## src/rtl/icache_boot_pkg.sv

```systemverilog
// ============================================================================
// Module : icache_boot_pkg
// Brief  : Shared types and constants for the icache boot controller slice.
// Rev    : 1.0  initial release
// ============================================================================
`default_nettype none

package icache_boot_pkg;

    localparam int DEF_ADDR_W = 8;
    localparam int DEF_DATA_W = 32;
    localparam int DEF_DEPTH  = 256;

    // Active-low SRAM write strobe
    localparam logic SRAM_WR = 1'b0;
    localparam logic SRAM_RD = 1'b1;

    typedef enum logic [2:0] {
        IDLE  = 3'd0,
        LOAD  = 3'd1,
        DRAIN = 3'd2,
        RUN   = 3'd3,
        ERR   = 3'd4
    } boot_state_e;

endpackage

`default_nettype wire

```

## src/rtl/icache_boot_ctrl_if.sv

```systemverilog
// ============================================================================
// Module : icache_boot_ctrl_if
// Brief  : Boot stream, fetch and SRAM-port signals of the icache boot controller.
// Rev    : 1.0  initial release
// ============================================================================
`default_nettype none

interface icache_boot_ctrl_if
    import icache_boot_pkg::*;
#(
    parameter int ADDR_W = DEF_ADDR_W,
    parameter int DATA_W = DEF_DATA_W
) ();
    logic              boot_start;
    logic [ADDR_W:0]   boot_len;
    logic              s_valid;
    logic [DATA_W-1:0] s_data;
    logic              s_ready;
    logic [ADDR_W-1:0] fetch_addr;
    logic              icache_en_wr;
    logic [ADDR_W-1:0] icache_addr;
    logic [DATA_W-1:0] icache_din;
    logic              pc_run;
    logic              busy;
    logic              done;
    logic              boot_err;

    modport master (
        output boot_start, boot_len, s_valid, s_data, fetch_addr,
        input  s_ready, icache_en_wr, icache_addr, icache_din,
               pc_run, busy, done, boot_err
    );

    modport slave (
        input  boot_start, boot_len, s_valid, s_data, fetch_addr,
        output s_ready, icache_en_wr, icache_addr, icache_din,
               pc_run, busy, done, boot_err
    );
endinterface

`default_nettype wire

```

## src/rtl/icache_port_mux.sv

```systemverilog
// ============================================================================
// Module : icache_port_mux
// Brief  : Selects the registered loader port or the core fetch address.
// Rev    : 1.0  initial release
// ============================================================================
`default_nettype none

module icache_port_mux
    import icache_boot_pkg::*;
#(
    parameter int ADDR_W = DEF_ADDR_W,
    parameter int DATA_W = DEF_DATA_W
) (
    input  logic              i_sel_fetch,
    input  logic              i_ld_en_wr,
    input  logic [ADDR_W-1:0] i_ld_addr,
    input  logic [DATA_W-1:0] i_ld_din,
    input  logic [ADDR_W-1:0] i_fetch_addr,
    output logic              o_en_wr,
    output logic [ADDR_W-1:0] o_addr,
    output logic [DATA_W-1:0] o_din
);
    always_comb begin
        if (i_sel_fetch) begin
            o_en_wr = SRAM_RD;
            o_addr  = i_fetch_addr;
            o_din   = '0;
        end else begin
            o_en_wr = i_ld_en_wr;
            o_addr  = i_ld_addr;
            o_din   = i_ld_din;
        end
    end
endmodule

`default_nettype wire

```

## src/rtl/icache_boot_ctrl.sv

```systemverilog
// ============================================================================
// Module : icache_boot_ctrl
// Brief  : Boot loader owning the icache SRAM port; hands it to fetch on RUN.
//          Optional trailing checksum word: define ICACHE_BOOT_CKSUM_EN.
// Rev    : 1.0  initial release
// ============================================================================
`default_nettype none

module icache_boot_ctrl
    import icache_boot_pkg::*;
#(
    parameter int ADDR_W = DEF_ADDR_W,
    parameter int DEPTH  = DEF_DEPTH,
    parameter int DATA_W = DEF_DATA_W
) (
    input  logic clk,
    input  logic rst,
    icache_boot_ctrl_if.slave bus
);
    localparam logic [ADDR_W:0] c_DEPTH = (ADDR_W+1)'(DEPTH);
    localparam logic [ADDR_W:0] c_ONE   = (ADDR_W+1)'(1);

    boot_state_e       r_state;
    boot_state_e       w_state_next;
    boot_state_e       w_start_target;
    logic [ADDR_W:0]   r_count;
    logic [ADDR_W:0]   r_len;
    logic [ADDR_W:0]   w_len_clip;
    logic              r_ld_en_wr;
    logic [ADDR_W-1:0] r_ld_addr;
    logic [DATA_W-1:0] r_ld_din;
    logic              r_done;
    logic              w_start;
    logic              w_hs;
    logic              w_wr;
    logic              w_s_ready;
    logic              w_pc_run;
    logic              w_busy;
    logic              w_boot_err;

    assign w_len_clip = (bus.boot_len > c_DEPTH) ? c_DEPTH : bus.boot_len;
    assign w_start    = bus.boot_start &&
                        ((r_state == IDLE) || (r_state == RUN) || (r_state == ERR));
    assign w_hs       = bus.s_valid && w_s_ready;

`ifdef ICACHE_BOOT_CKSUM_EN
    logic [DATA_W-1:0] r_sum;
    logic              w_is_data;
    // The word after len data words is the checksum and is never written.
    assign w_is_data      = (r_count != r_len);
    assign w_wr           = w_hs && w_is_data;
    assign w_start_target = LOAD;
`else
    assign w_wr           = w_hs;
    assign w_start_target = (w_len_clip == '0) ? RUN : LOAD;
`endif

    always_ff @(posedge clk) begin
        if (rst) begin
            r_state <= IDLE;
        end else begin
            r_state <= w_state_next;
        end
    end

    always_comb begin
        w_state_next = r_state;
        case (r_state)
            IDLE:  if (w_start) w_state_next = w_start_target;
            LOAD: begin
`ifdef ICACHE_BOOT_CKSUM_EN
                if (w_hs && !w_is_data) begin
                    w_state_next = (bus.s_data == r_sum) ? DRAIN : ERR;
                end
`else
                if (w_hs && (r_count == r_len - c_ONE)) begin
                    w_state_next = DRAIN;
                end
`endif
            end
            DRAIN: w_state_next = RUN;
            RUN:   if (w_start) w_state_next = w_start_target;
            ERR:   if (w_start) w_state_next = w_start_target;
            default: w_state_next = IDLE;
        endcase
    end

    always_comb begin
        w_s_ready  = (r_state == LOAD);
        w_busy     = (r_state == LOAD) || (r_state == DRAIN);
        w_pc_run   = (r_state == RUN);
`ifdef ICACHE_BOOT_CKSUM_EN
        w_boot_err = (r_state == ERR);
`else
        w_boot_err = 1'b0;
`endif
    end

    // Loader datapath: each accepted word becomes a registered write one cycle later.
    always_ff @(posedge clk) begin
        if (rst) begin
            r_count    <= '0;
            r_len      <= '0;
            r_ld_en_wr <= SRAM_RD;
            r_ld_addr  <= '0;
            r_ld_din   <= '0;
            r_done     <= 1'b0;
`ifdef ICACHE_BOOT_CKSUM_EN
            r_sum      <= '0;
`endif
        end else begin
            r_done     <= (w_state_next == RUN) && ((r_state != RUN) || w_start);
            r_ld_en_wr <= SRAM_RD;
            if (w_start) begin
                r_len   <= w_len_clip;
                r_count <= '0;
`ifdef ICACHE_BOOT_CKSUM_EN
                r_sum   <= '0;
`endif
            end else if (w_wr) begin
                r_count    <= r_count + c_ONE;
                r_ld_en_wr <= SRAM_WR;
                r_ld_addr  <= r_count[ADDR_W-1:0];
                r_ld_din   <= bus.s_data;
`ifdef ICACHE_BOOT_CKSUM_EN
                r_sum      <= r_sum + bus.s_data;
`endif
            end
        end
    end

    icache_port_mux #(
        .ADDR_W (ADDR_W),
        .DATA_W (DATA_W)
    ) u_port_mux (
        .i_sel_fetch  (w_pc_run),
        .i_ld_en_wr   (r_ld_en_wr),
        .i_ld_addr    (r_ld_addr),
        .i_ld_din     (r_ld_din),
        .i_fetch_addr (bus.fetch_addr),
        .o_en_wr      (bus.icache_en_wr),
        .o_addr       (bus.icache_addr),
        .o_din        (bus.icache_din)
    );

    assign bus.s_ready  = w_s_ready;
    assign bus.pc_run   = w_pc_run;
    assign bus.busy     = w_busy;
    assign bus.done     = r_done;
    assign bus.boot_err = w_boot_err;

endmodule

`default_nettype wire

```

## src/flat_wrapper.sv

```systemverilog
// flat-port wrapper written by rule: the top's interface ports become plain ports
module icache_boot_ctrl_flat import icache_boot_pkg::*;
#(
    parameter int ADDR_W = DEF_ADDR_W,
    parameter int DEPTH  = DEF_DEPTH,
    parameter int DATA_W = DEF_DATA_W
)
  (clk, rst, bus_boot_start, bus_boot_len, bus_s_valid, bus_s_data, bus_fetch_addr, bus_s_ready, bus_icache_en_wr, bus_icache_addr, bus_icache_din, bus_pc_run, bus_busy, bus_done, bus_boot_err);
  icache_boot_ctrl_if #(.ADDR_W(ADDR_W), .DATA_W(DATA_W)) bus_i ();
  input  logic clk;
  input  logic rst;
  input wire logic [$bits(bus_i.boot_start)-1:0] bus_boot_start;
  input wire logic [$bits(bus_i.boot_len)-1:0] bus_boot_len;
  input wire logic [$bits(bus_i.s_valid)-1:0] bus_s_valid;
  input wire logic [$bits(bus_i.s_data)-1:0] bus_s_data;
  input wire logic [$bits(bus_i.fetch_addr)-1:0] bus_fetch_addr;
  output wire logic [$bits(bus_i.s_ready)-1:0] bus_s_ready;
  output wire logic [$bits(bus_i.icache_en_wr)-1:0] bus_icache_en_wr;
  output wire logic [$bits(bus_i.icache_addr)-1:0] bus_icache_addr;
  output wire logic [$bits(bus_i.icache_din)-1:0] bus_icache_din;
  output wire logic [$bits(bus_i.pc_run)-1:0] bus_pc_run;
  output wire logic [$bits(bus_i.busy)-1:0] bus_busy;
  output wire logic [$bits(bus_i.done)-1:0] bus_done;
  output wire logic [$bits(bus_i.boot_err)-1:0] bus_boot_err;
  assign bus_i.boot_start = bus_boot_start;
  assign bus_i.boot_len = bus_boot_len;
  assign bus_i.s_valid = bus_s_valid;
  assign bus_i.s_data = bus_s_data;
  assign bus_i.fetch_addr = bus_fetch_addr;
  assign bus_s_ready = bus_i.s_ready;
  assign bus_icache_en_wr = bus_i.icache_en_wr;
  assign bus_icache_addr = bus_i.icache_addr;
  assign bus_icache_din = bus_i.icache_din;
  assign bus_pc_run = bus_i.pc_run;
  assign bus_busy = bus_i.busy;
  assign bus_done = bus_i.done;
  assign bus_boot_err = bus_i.boot_err;
  icache_boot_ctrl #(.ADDR_W(ADDR_W), .DEPTH(DEPTH), .DATA_W(DATA_W)) u_core (.clk(clk), .rst(rst), .bus(bus_i));
endmodule
```

## config.mk

```make
export PLATFORM = sky130hd
export DESIGN_NAME = icache_boot_ctrl_flat
export DESIGN_NICKNAME = d
export VERILOG_FILES = /design/src/rtl/icache_boot_pkg.sv /design/src/rtl/icache_boot_ctrl_if.sv /design/src/rtl/icache_port_mux.sv /design/src/rtl/icache_boot_ctrl.sv /design/src/flat_wrapper.sv
export SDC_FILE = /design/constraint.sdc
export NUM_CORES = 1
export LEC_CHECK = 0
export BUFFER_PORTS_ARGS = -buffer_cell sky130_fd_sc_hd__buf_2
export CORE_ASPECT_RATIO = 0.75
export CORE_MARGIN = 3
export CORE_UTILIZATION = 50
export CTS_BUF_LIST = sky130_fd_sc_hd__clkbuf_16
export DETAILED_ROUTE_END_ITERATION = 12
export GPL_TIMING_DRIVEN = 0
export PLACE_DENSITY_LB_ADDON = 0.12
export RECOVER_POWER = 25
export SKIP_LAST_GASP = 1
export SLEW_MARGIN = 20
export SYNTH_ARGS = -nofsm -noshare
export SYNTH_HDL_FRONTEND = slang
export SYNTH_SLANG_ARGS = --single-unit
```

## constraint.sdc

```tcl
create_clock -name clk -period 2.55 [get_ports clk]
set_input_delay 0.3825 -clock clk [delete_from_list [all_inputs] [get_ports clk]]
set_output_delay 0.3825 -clock clk [all_outputs]
set_load 0.05 [all_outputs]
```

* After elaboration in Yosys (flattened, before gate mapping)
Index checks and enable logic that the tools add are counted.
** Storage, ports and cells
- ROM bits :: 0
- Memories :: 0
- Output and inout port bits :: 46
- Word-level logic and storage cells :: 40
- Flip-flop bits (word level) :: 63
- Bits in latches :: 0
- RAM bits :: 0
** Cells by class
- Add/sub/neg operators :: 2
- Order comparisons :: 1
- $mul :: 0
- Divide/modulo/power cells :: 0
- Reduce and logical (&&, ||, !) cells :: 13
- Bitwise logic cells :: 1
- Eq/ne operators :: 7
- Shift-type cells :: 0
- Mux-type cells :: 9
** Operators with widths (count)
- 32-bit 2-to-1 mux :: 1
- 9-bit by 1-bit adder with 9-bit output (second input constant) :: 1
- 3-bit by 2-bit == test with 1-bit output (second input constant) :: 3
- 9-bit == test :: 1
- 9-bit greater-than comparator (second input constant) :: 1
- 9-bit logical NOT :: 1
- 9-bit 2-to-1 mux :: 1
- 3-bit one-hot mux with 3 select lines :: 1
- 9-bit by 1-bit subtractor with 9-bit output (second input constant) :: 1
- 8-bit 2-to-1 mux :: 1
- 3-bit 2-to-1 mux :: 2
- 1-bit logical AND :: 4
- 1-bit logical OR :: 4
- 3-bit by 1-bit == test with 1-bit output (second input constant) :: 1
- 3-bit == test (second input constant) :: 1
- 3-bit logical NOT :: 1
- 3-bit by 2-bit inequality test with 1-bit output (second input constant) :: 1
- 3-bit OR reduction :: 1
- 1-bit 2-to-1 mux :: 2
- 2-bit 2-to-1 mux :: 1
- 2-bit AND reduction :: 1
- 2-bit OR reduction :: 1
- 1-bit NOT :: 1

* Longest topological paths before layout
Gate-level depths: netlist of the first run.
- Depth after elaboration :: 8
- Mapped depth :: 7

* Modules after synthesis
Synthesis of the first run repeated with hierarchy kept, for this count alone.
** Unflattened totals
- Cells, all modules :: 372
- Area total of the unflattened synthesis :: 2974.1 um^2
** By module, submodules not included
- icache_boot_ctrl :: instances 1, cells an instance 327, seq. area each 1261.2 um^2, area each 2651.3 um^2
- icache_port_mux :: instances 1, cells an instance 45, seq. area each 0.0 um^2, area each 322.8 um^2

* Worst setup path after synthesis of the first run
OpenSTA, ideal clock, no wires.
- Path kind :: register to register
- Start point :: reg u_core.r_state[0]
- End point :: reg u_core.r_ld_addr[0]
- Arrival :: 2.227 ns
- Setup time :: 0.132 ns
- Clock period less this slack :: 2.359 ns
- Data required time :: 2.418 ns
- Stages on the path, launching flop included :: 7
- Setup slack :: 0.191 ns
- Path through :: dfxtp_1 -> inv_1 -> nor3_1 -> nand2_1 -> clkbuf_1 -> nand2_1 -> a21oi_1
** Between the ends
- Elaborated cells on any way between the ends :: 10
- Classes of those cells :: eq/ne: 3; bitwise: 1; reduce/logical: 6
** RTL lines
- start, declared :: line icache_boot_ctrl.sv:23 : boot_state_e r_state;
- start signal, assigned :: line icache_boot_ctrl.sv:62 : r_state <= w_state_next;
- 3-bit by 1-bit == test with 1-bit output :: line icache_boot_ctrl.sv:89 : w_s_ready = (r_state == LOAD);
- named net bus_s_ready :: line flat_wrapper.sv:17 : output wire logic [$bits(bus_i.s_ready)-1:0] bus_s_ready;
- 1-bit logical AND :: line icache_boot_ctrl.sv:44 : assign w_hs = bus.s_valid && w_s_ready;
- 2-bit AND reduction (no source line)
- end signal, assigned :: line icache_boot_ctrl.sv:123 : r_ld_addr <= r_count[ADDR_W-1:0];
- end, declared :: line icache_boot_ctrl.sv:30 : logic [ADDR_W-1:0] r_ld_addr;
The timed path passes the listed nets, and every way through them passes these cells.
A chain may end at the register's enable or synchronous reset.

* Worst setup path after layout of the first run
- Start point :: reg u_core.r_state[1]
- End point :: out bus_icache_addr[4]
** Between the ends
- Word-level cells in the longest chain between the ends :: 2
** Ends and longest elaborated chain
- 3-bit by 2-bit == test with 1-bit output :: line icache_boot_ctrl.sv:91 : w_pc_run = (r_state == RUN);
- 8-bit 2-to-1 mux :: line icache_port_mux.sv:24 : if (i_sel_fetch) begin
- end, declared :: line flat_wrapper.sv:19 : output wire logic [$bits(bus_i.icache_addr)-1:0] bus_icache_addr;
No other way between the ends.

==> impl_metrics.json, run 1 <==
{
  "grt_remaining_overflow": 0,
  "p_seq_share_pct": 39.3,
  "fp.dieH_um": 72.0,
  "cts_root_buf": "clkbuf_16",
  "clkSlewWorstSetupHoldPaths_ns": 0.05,
  "hold_end": "u_core.r_len[4]",
  "final.fill_count": 467,
  "postSynthNetCount": 418,
  "whs_path_depth": 2,
  "grt_pass1_wl_um": 11700,
  "leakage_nw": 1.68,
  "ys_seq_elements": 63,
  "yosysMostFrequentCell": "nand2_1",
  "start_util_pct": 53.1,
  "r2r_slack_ns": 0.26,
  "drt_iter0_drc": 127,
  "synth_top_family_by_area": "simple AND/OR/NAND/NOR gates",
  "antenna_found_initial": 0,
  "synth_area_per_cell_um2": 8.00,
  "synthArstFlopShare_pct": 0,
  "synth_commonest_cells": "92 x nand2_1, 63 x dfxtp_1, 45 x a21oi_1",
  "grt_start_max_net_pins": 11,
  "synth_mux_area_share_pct": 3.45,
  "dr.pass1.iters": 4,
  "vdd_drop_max_mv": 0.404,
  "critPathArrivalTime_ns": 2.02,
  "drive_gt1_share_pct": 25.7,
  "synthDistinctLibCells": 49,
  "skew_ns": 0.00373,
  "clock_latency_ns": 0.32,
  "num_rows": 23,
  "reg2reg_to": "u_core.r_len[1]",
  "final.setup.tns_ns": 0,
  "htree_levels": 3,
  "drc_errors": 0,
  "synth_top_area_cell": "dfxtp_1",
  "clk_path_buf_depth": 2,
  "cp-end-kind": "output pin",
  "grtUsageTotal_pct": 21.7,
  "hold_viol": 0,
  "design_area_mm2": 0.00378,
  "swShare_pct": 25.8,
  "seq_area_frac_synth_pct": 43.4,
  "core_mm2": 0.00547,
  "crit_path_start_kind": "flip-flop",
  "synthFlopType": "dfxtp_1",
  "timing.final.crit_share_pct": 94.2,
  "hold_class": "input pin to flip-flop",
  "switching_power_w": 0.000689,
  "hp-start": "bus_boot_len[4]",
  "syn_to_final_growth_pct": 30.1,
  "gp_congestion": 0.852,
  "num_antenna_cells": 0,
  "final_nets": 525,
  "criticalPathCategory": "flip-flop to output pin",
  "synthAdderAreaFrac_pct": 0.861,
  "syn_inst": 363,
  "synth_top_area_share_pct": 43.4,
  "hpwl_um": 5270,
  "setup_viol_count_final": 0,
  "synth_edf_count": 0,
  "reg2reg_from": "u_core.r_state[1]",
  "synthXorXnorAreaFrac_pct": 5.43,
  "synth_area_mm2": 0.00291,
  "dr_total_vias": 2783,
  "dp_cells": 535,
  "cts_tree": "built",
  "report.final.slew_viol_count": 0,
  "fin_cells": 550,
  "ys.warnings.count": 0,
  "pwr-share-clk_pct": 46.5,
  "worstRegToRegCells": 5,
  "grt_pass1_vias": 2493,
  "power_density_mw_per_mm2": 708,
  "pwr-share-comb_pct": 14.2,
  "die_area_mm2": 0.00677,
  "place_area_mm2": 0.00348,
  "max_freq_mhz": 417,
  "synth-simple-area-share_pct": 28.7,
  "synthTopCellsByArea": "dfxtp_1 43%, nand2_1 12%, a21oi_1 7.8%",
  "synth_compound_area_share_pct": 14.0,
  "wire_per_inst_um": 13.1,
  "p_int_w": 0.00199,
  "clock-sinks": 63,
  "viasPerCell": 5.06,
  "slew_headroom_pct": 37.8,
  "cp_max_fo": 10,
  "cts_inserted_buffers": 9,
  "drv_cap": 0,
  "required_ns": 2.17,
  "wirelength_um": 7200,
  "rsz0062_at_grt": "false",
  "period_minus_slack_ns": 2.40,
  "outcome": "finished clean",
  "ios": 99,
  "hold_ws_ns": 0.285,
  "tightest_slew_ns": 0.924,
  "die_w_um": 94.0,
  "ant_nets": 0,
  "io_buffers": 97
}
[logic make-up after synthesis]
| group | count (synthesis) |
|---|---|
| buf+inv | 28 |
| compound gates | 69 |
| fa+ha+maj | 2 |
| other cells | 1 |
| flops | 63 |
| simple gates | 173 |
| mux | 9 |
| xor+xnor | 18 |
[timing repair]
action,CTS,global route
hold buffers,0,0
setup endpoints to repair,7,0
buffers inserted,0,0
gates resized for setup,2,0
endpoints found under the hold margin,0,0
[registers in the layout (all words and copies together), names as in the netlist]
register	cells
u_core.r_ld_din	32
u_core.r_count	9
u_core.r_len	9
u_core.r_ld_addr	8
u_core.r_state	3
u_core.bus.done	1
u_core.r_ld_en_wr	1
[through the flow]
| step | total power [W] | setup WS (ns) | utilization [%] |
|---|---|---|---|
| final | 0.00268 | 0.149 | 69.1 |
| after global routing | 0.00278 | 0.0342 | 69.1 |
| after CTS | 0.00270 | 0.120 | 69.3 |
| after detailed placement | 0.00145 | 0.185 | 63.7 |
| after global placement | 0.00145 | 0.237 | 63.7 |
| after floorplan | 0.00134 | 0.191 | - |
[routing by layer]
metal | part of all wire [%] | track usage (%) | wire [um] | vias to the layer above
met3 | 8.4 | 6.63 | 603 | 18
met1 | 48 | 31.0 | 3460 | 1244
met4 | 1.9 | 8.81 | 136 | 0
met5 | 0 | 0 | 0 | -
met2 | 42 | 30.4 | 3000 | 94
li1 | - | - | - | 1427
[worst max-delay path by stage]
stage / start / endpoint / slack, ns / cells after the start
floorplan: u_core.r_state[0] / u_core.r_ld_addr[0] / 0.19 / 6
finish: u_core.r_state[1] / bus_icache_addr[4] / 0.15 / 4
CTS: u_core.r_state[1] / bus_icache_addr[4] / 0.12 / 4
global route: u_core.r_state[1] / bus_icache_en_wr / 0.03 / 4
global placement: u_core.r_state[1] / bus_icache_addr[5] / 0.24 / 5
detailed placement: u_core.r_state[1] / bus_icache_addr[4] / 0.18 / 5
[layout by cell type, fill, tap and decap left out, types with 3 or more instances in the layout]
master     count
nor2b_1       32
nor3b_1        3
a31oi_1        3
o21ai_0        5
clkbuf_1      22
xor2_1        11
mux2_2         8
nand3_1        3
buf_2         94
clkbuf_16      9
xnor2_1        7
inv_1          8
and4_1         4
nand2_1       92
a22o_1         4
a21oi_1       45
nor4_1         3
nor2_1        19
dfxtp_1       63
[cell type report]
class	count	area [um^2]	share of cell area, %
Buffer	21	86.3	2.28
Clock buffer	9	225	5.96
Clock inverter	7	80.1	2.12
Inverter	6	22.5	0.596
Multi-Input combinational cell	272	1530	40.4
Sequential cell	63	1260	33.4
Tap cell	75	93.8	2.48
Timing Repair Buffer	97	482	12.7
[critical path: stages (launching register included)]
cell      delay, ns
dfxtp_1        0.47
and3b_1        0.39
clkbuf_4       0.29
mux2_2         0.35
buf_2          0.21
[power by group through the flow]
| stage | Sequential [W] | Clock (W) | Combinational, W |
|---|---|---|---|
| final | 0.00105 | 0.00124 | 0.000381 |
| after global routing | 0.00106 | 0.00131 | 0.000415 |
| after CTS | 0.00105 | 0.00127 | 0.000386 |
| after detailed placement | 0.00107 | 0 | 0.000384 |
| after global placement | 0.00107 | 0 | 0.000379 |
| after floorplan | 0.00106 | 0 | 0.000276 |
Note: power is estimated with default switching activity, not from simulation.
==> inputs of run 2 (changes only) <==
--- a/config.mk
+++ b/config.mk
@@ -7,12 +7,12 @@
 export LEC_CHECK = 0
 export BUFFER_PORTS_ARGS = -buffer_cell sky130_fd_sc_hd__buf_2
 export CORE_ASPECT_RATIO = 0.75
-export CORE_MARGIN = 3
 export CORE_UTILIZATION = 50
 export CTS_BUF_LIST = sky130_fd_sc_hd__clkbuf_16
+export CTS_CLUSTER_DIAMETER = 50
 export DETAILED_ROUTE_END_ITERATION = 12
 export GPL_TIMING_DRIVEN = 0
-export PLACE_DENSITY_LB_ADDON = 0.12
+export PLACE_DENSITY = 0.9
 export RECOVER_POWER = 25
 export SKIP_LAST_GASP = 1
 export SLEW_MARGIN = 20
==> run 2 against run 1 <==
Clock power shrank 10%. First-iteration DRC count decreased by 3.9%. Cell area fell by 0.96%. Setup slack gained 0.064 ns. Cell count down 0.36%. Sequential share of layout area grew 0.32 points. Maximum frequency grew 2.7%. Power fell by 4.7%. Sequential power barely moved. Via count grew 0.61%. Clock skew grew 0.0017 ns. Core utilization down 0.66 points. Critical path type unchanged.
==> impl_metrics.json, run 2 (synthesis results as in run 1) <==
{
  "vdd_drop_max_mv": 0.396,
  "drc_errors": 0,
  "route.layer.met1.wl_um": 3250,
  "drv_cap": 0,
  "clock_latency_ns": 0.32,
  "dr_total_vias": 2800,
  "hpwl_um": 5330,
  "wl_met2_um": 3390,
  "crit_chain": "and3b_2 > clkbuf_2 > mux2_2 > buf_2",
  "gp_congestion": 0.872,
  "worstRegToRegCells": 5,
  "ios": 99,
  "cpMaxStageDelayCell": "dfxtp_1",
  "grt_remaining_overflow": 0,
  "r2r_slack_ns": 0.27,
  "criticalPathCategory": "flip-flop to output pin",
  "die_area_mm2": 0.00612,
  "setup_viol_count_final": 0,
  "final_common_cell": "buf_2",
  "cp-end-kind": "output pin",
  "critical-path-max-stage-delay_ns": 0.44,
  "design_area_mm2": 0.00374,
  "top_layer_used": "met4",
  "clkSlewWorstSetupHoldPaths_ns": 0.05,
  "utilization_pct": 68.4,
  "largest_register": "u_core.r_ld_din",
  "cp_max_fo": 10,
  "hold_viol": 0,
  "critPathCapture": "bus_icache_addr[1]",
  "timing.final.crit_share_pct": 91.6,
  "antenna_found_initial": 0,
  "rsz0062_at_grt": "false",
  "reg2reg_from": "u_core.r_len[0]",
  "crit_path_start_kind": "flip-flop",
  "power_density_mw_per_mm2": 682,
  "top_regs": "u_core.r_ld_din: 32 flops, u_core.r_count: 9 flops, u_core.r_len: 9 flops",
  "required_ns": 2.17,
  "syn_to_final_growth_pct": 28.8,
  "ant_nets": 0,
  "period_minus_slack_ns": 2.34,
  "leakage_nw": 1.67,
  "report.final.slew_viol_count": 0,
  "cts_tree": "built",
  "skew_ns": 0.00546,
  "grt_start_max_net_pins": 11,
  "reg2reg_to": "u_core.r_state[0]",
  "htree_levels": 3,
  "drt_iter0_drc": 122,
  "outcome": "finished clean",
  "core_mm2": 0.00547,
  "critPathArrivalTime_ns": 1.95,
  "final_cell_mix": "94 x buf_2, 92 x nand2_1, 63 x dfxtp_1, 45 x a21oi_1, 32 x nor2b_1",
  "cts_root_buf": "clkbuf_16",
  "cp-startpoint": "u_core.r_state[1]",
  "die_w_um": 90.0,
  "grt_pass1_vias": 2567,
  "wirelength_um": 7200,
  "start_util_pct": 53.1,
  "max_freq_mhz": 428,
  "largest_reg_flops": 32,
  "num_antenna_cells": 0,
  "fp.dieH_um": 68.0,
  "viasPerCell": 5.11,
  "routed-wl-met3_um": 463,
  "postCtsSetupBuffers": 0,
  "slew_headroom_pct": 45.6,
  "clk_path_buf_depth": 2,
  "place_area_mm2": 0.00348,
  "grtUsageTotal_pct": 24.4,
  "ctsHoldBuffers": 0,
  "final_nets": 525,
  "final.setup.tns_ns": 0,
  "tightest_slew_ns": 0.807,
  "io_buffers": 97,
  "clock-sinks": 63,
  "cts_inserted_buffers": 9,
  "grt_pass1_wl_um": 11600,
  "drive_gt1_share_pct": 25.6,
  "hold_class": "input pin to flip-flop",
  "final.fill_count": 460,
  "regArea_mm2": 0.00126,
  "wire_per_inst_um": 13.1,
  "multi_input_area_mm2": 0.00153,
  "dr.pass1.iters": 4,
  "num_rows": 23
}
[run 2: where the power goes]
| part | switching, W | internal (W) | total [W] | leakage, nW |
|---|---|---|---|---|
| sequential | 0.0000263 | 0.00103 | 0.00105 | 0.511 |
| clock | 0.000386 | 0.000729 | 0.00111 | 0.143 |
| combinational | 0.000260 | 0.000124 | 0.000384 | 1.01 |
| total | 0.000673 | 0.00188 | 0.00255 | 1.67 |
[run 2: area by class of cell]
type	instances	area share, %
buffer	21	2.24
timing repair buffer	97	12.9
sequential	63	33.7
multi-input combinational	272	40.9
clock buffer	9	6.02
clock inverter	5	1.20
tap	75	2.51
inverter	6	0.602
[run 2: worst max-delay path: cells and delay by family (launching register included)]
| family | cells | cell delay [ns] |
|---|---|---|
| muxes | 1 | 0.37 |
| and+or+nand+nor | 1 | 0.33 |
| buffers and inverters | 2 | 0.49 |
| DFF | 1 | 0.44 |
[run 2: how the worst min path moves through the flow]
stage,end,start,slack [ns],cells past startpoint
floorplan,u_core.r_ld_din[0],u_core.r_ld_din[0],0.43,2
global placement,u_core.r_ld_din[16],u_core.r_ld_din[16],0.44,2
detailed placement,u_core.r_ld_din[5],u_core.r_ld_din[5],0.44,2
CTS,u_core.r_len[0],bus_boot_len[0],0.28,3
global route,u_core.r_ld_din[14],bus_s_data[14],0.29,3
finish,u_core.r_len[0],bus_boot_len[0],0.29,3
[run 2: what timing repair did]
item	in CTS	in global routing
gates cloned	0	0
gates resized for setup	1	1
setup endpoints to repair	6	3
[run 2: through the flow]
step / total power [W] / hold slack, ns / cells / worst slack, ns
5_1_grt: 0.00265 / 0.294 / 548 / 0.0994
3_5_place_dp: 0.00145 / 0.442 / 535 / 0.152
3_3_place_gp: 0.00144 / 0.437 / 535 / 0.165
6_report: 0.00255 / 0.290 / 548 / 0.213
4_1_cts: 0.00257 / 0.280 / 548 / 0.0850
2_1_floorplan: 0.00134 / 0.432 / 363 / 0.191
[run 2: metal layers]
metal | vias to the layer above | GRT usage (%)
met1 | 1283 | 28.2
met5 | - | 0
li1 | 1417 | -
met3 | 12 | 9.11
met4 | 0 | 8.47
met2 | 88 | 42.7
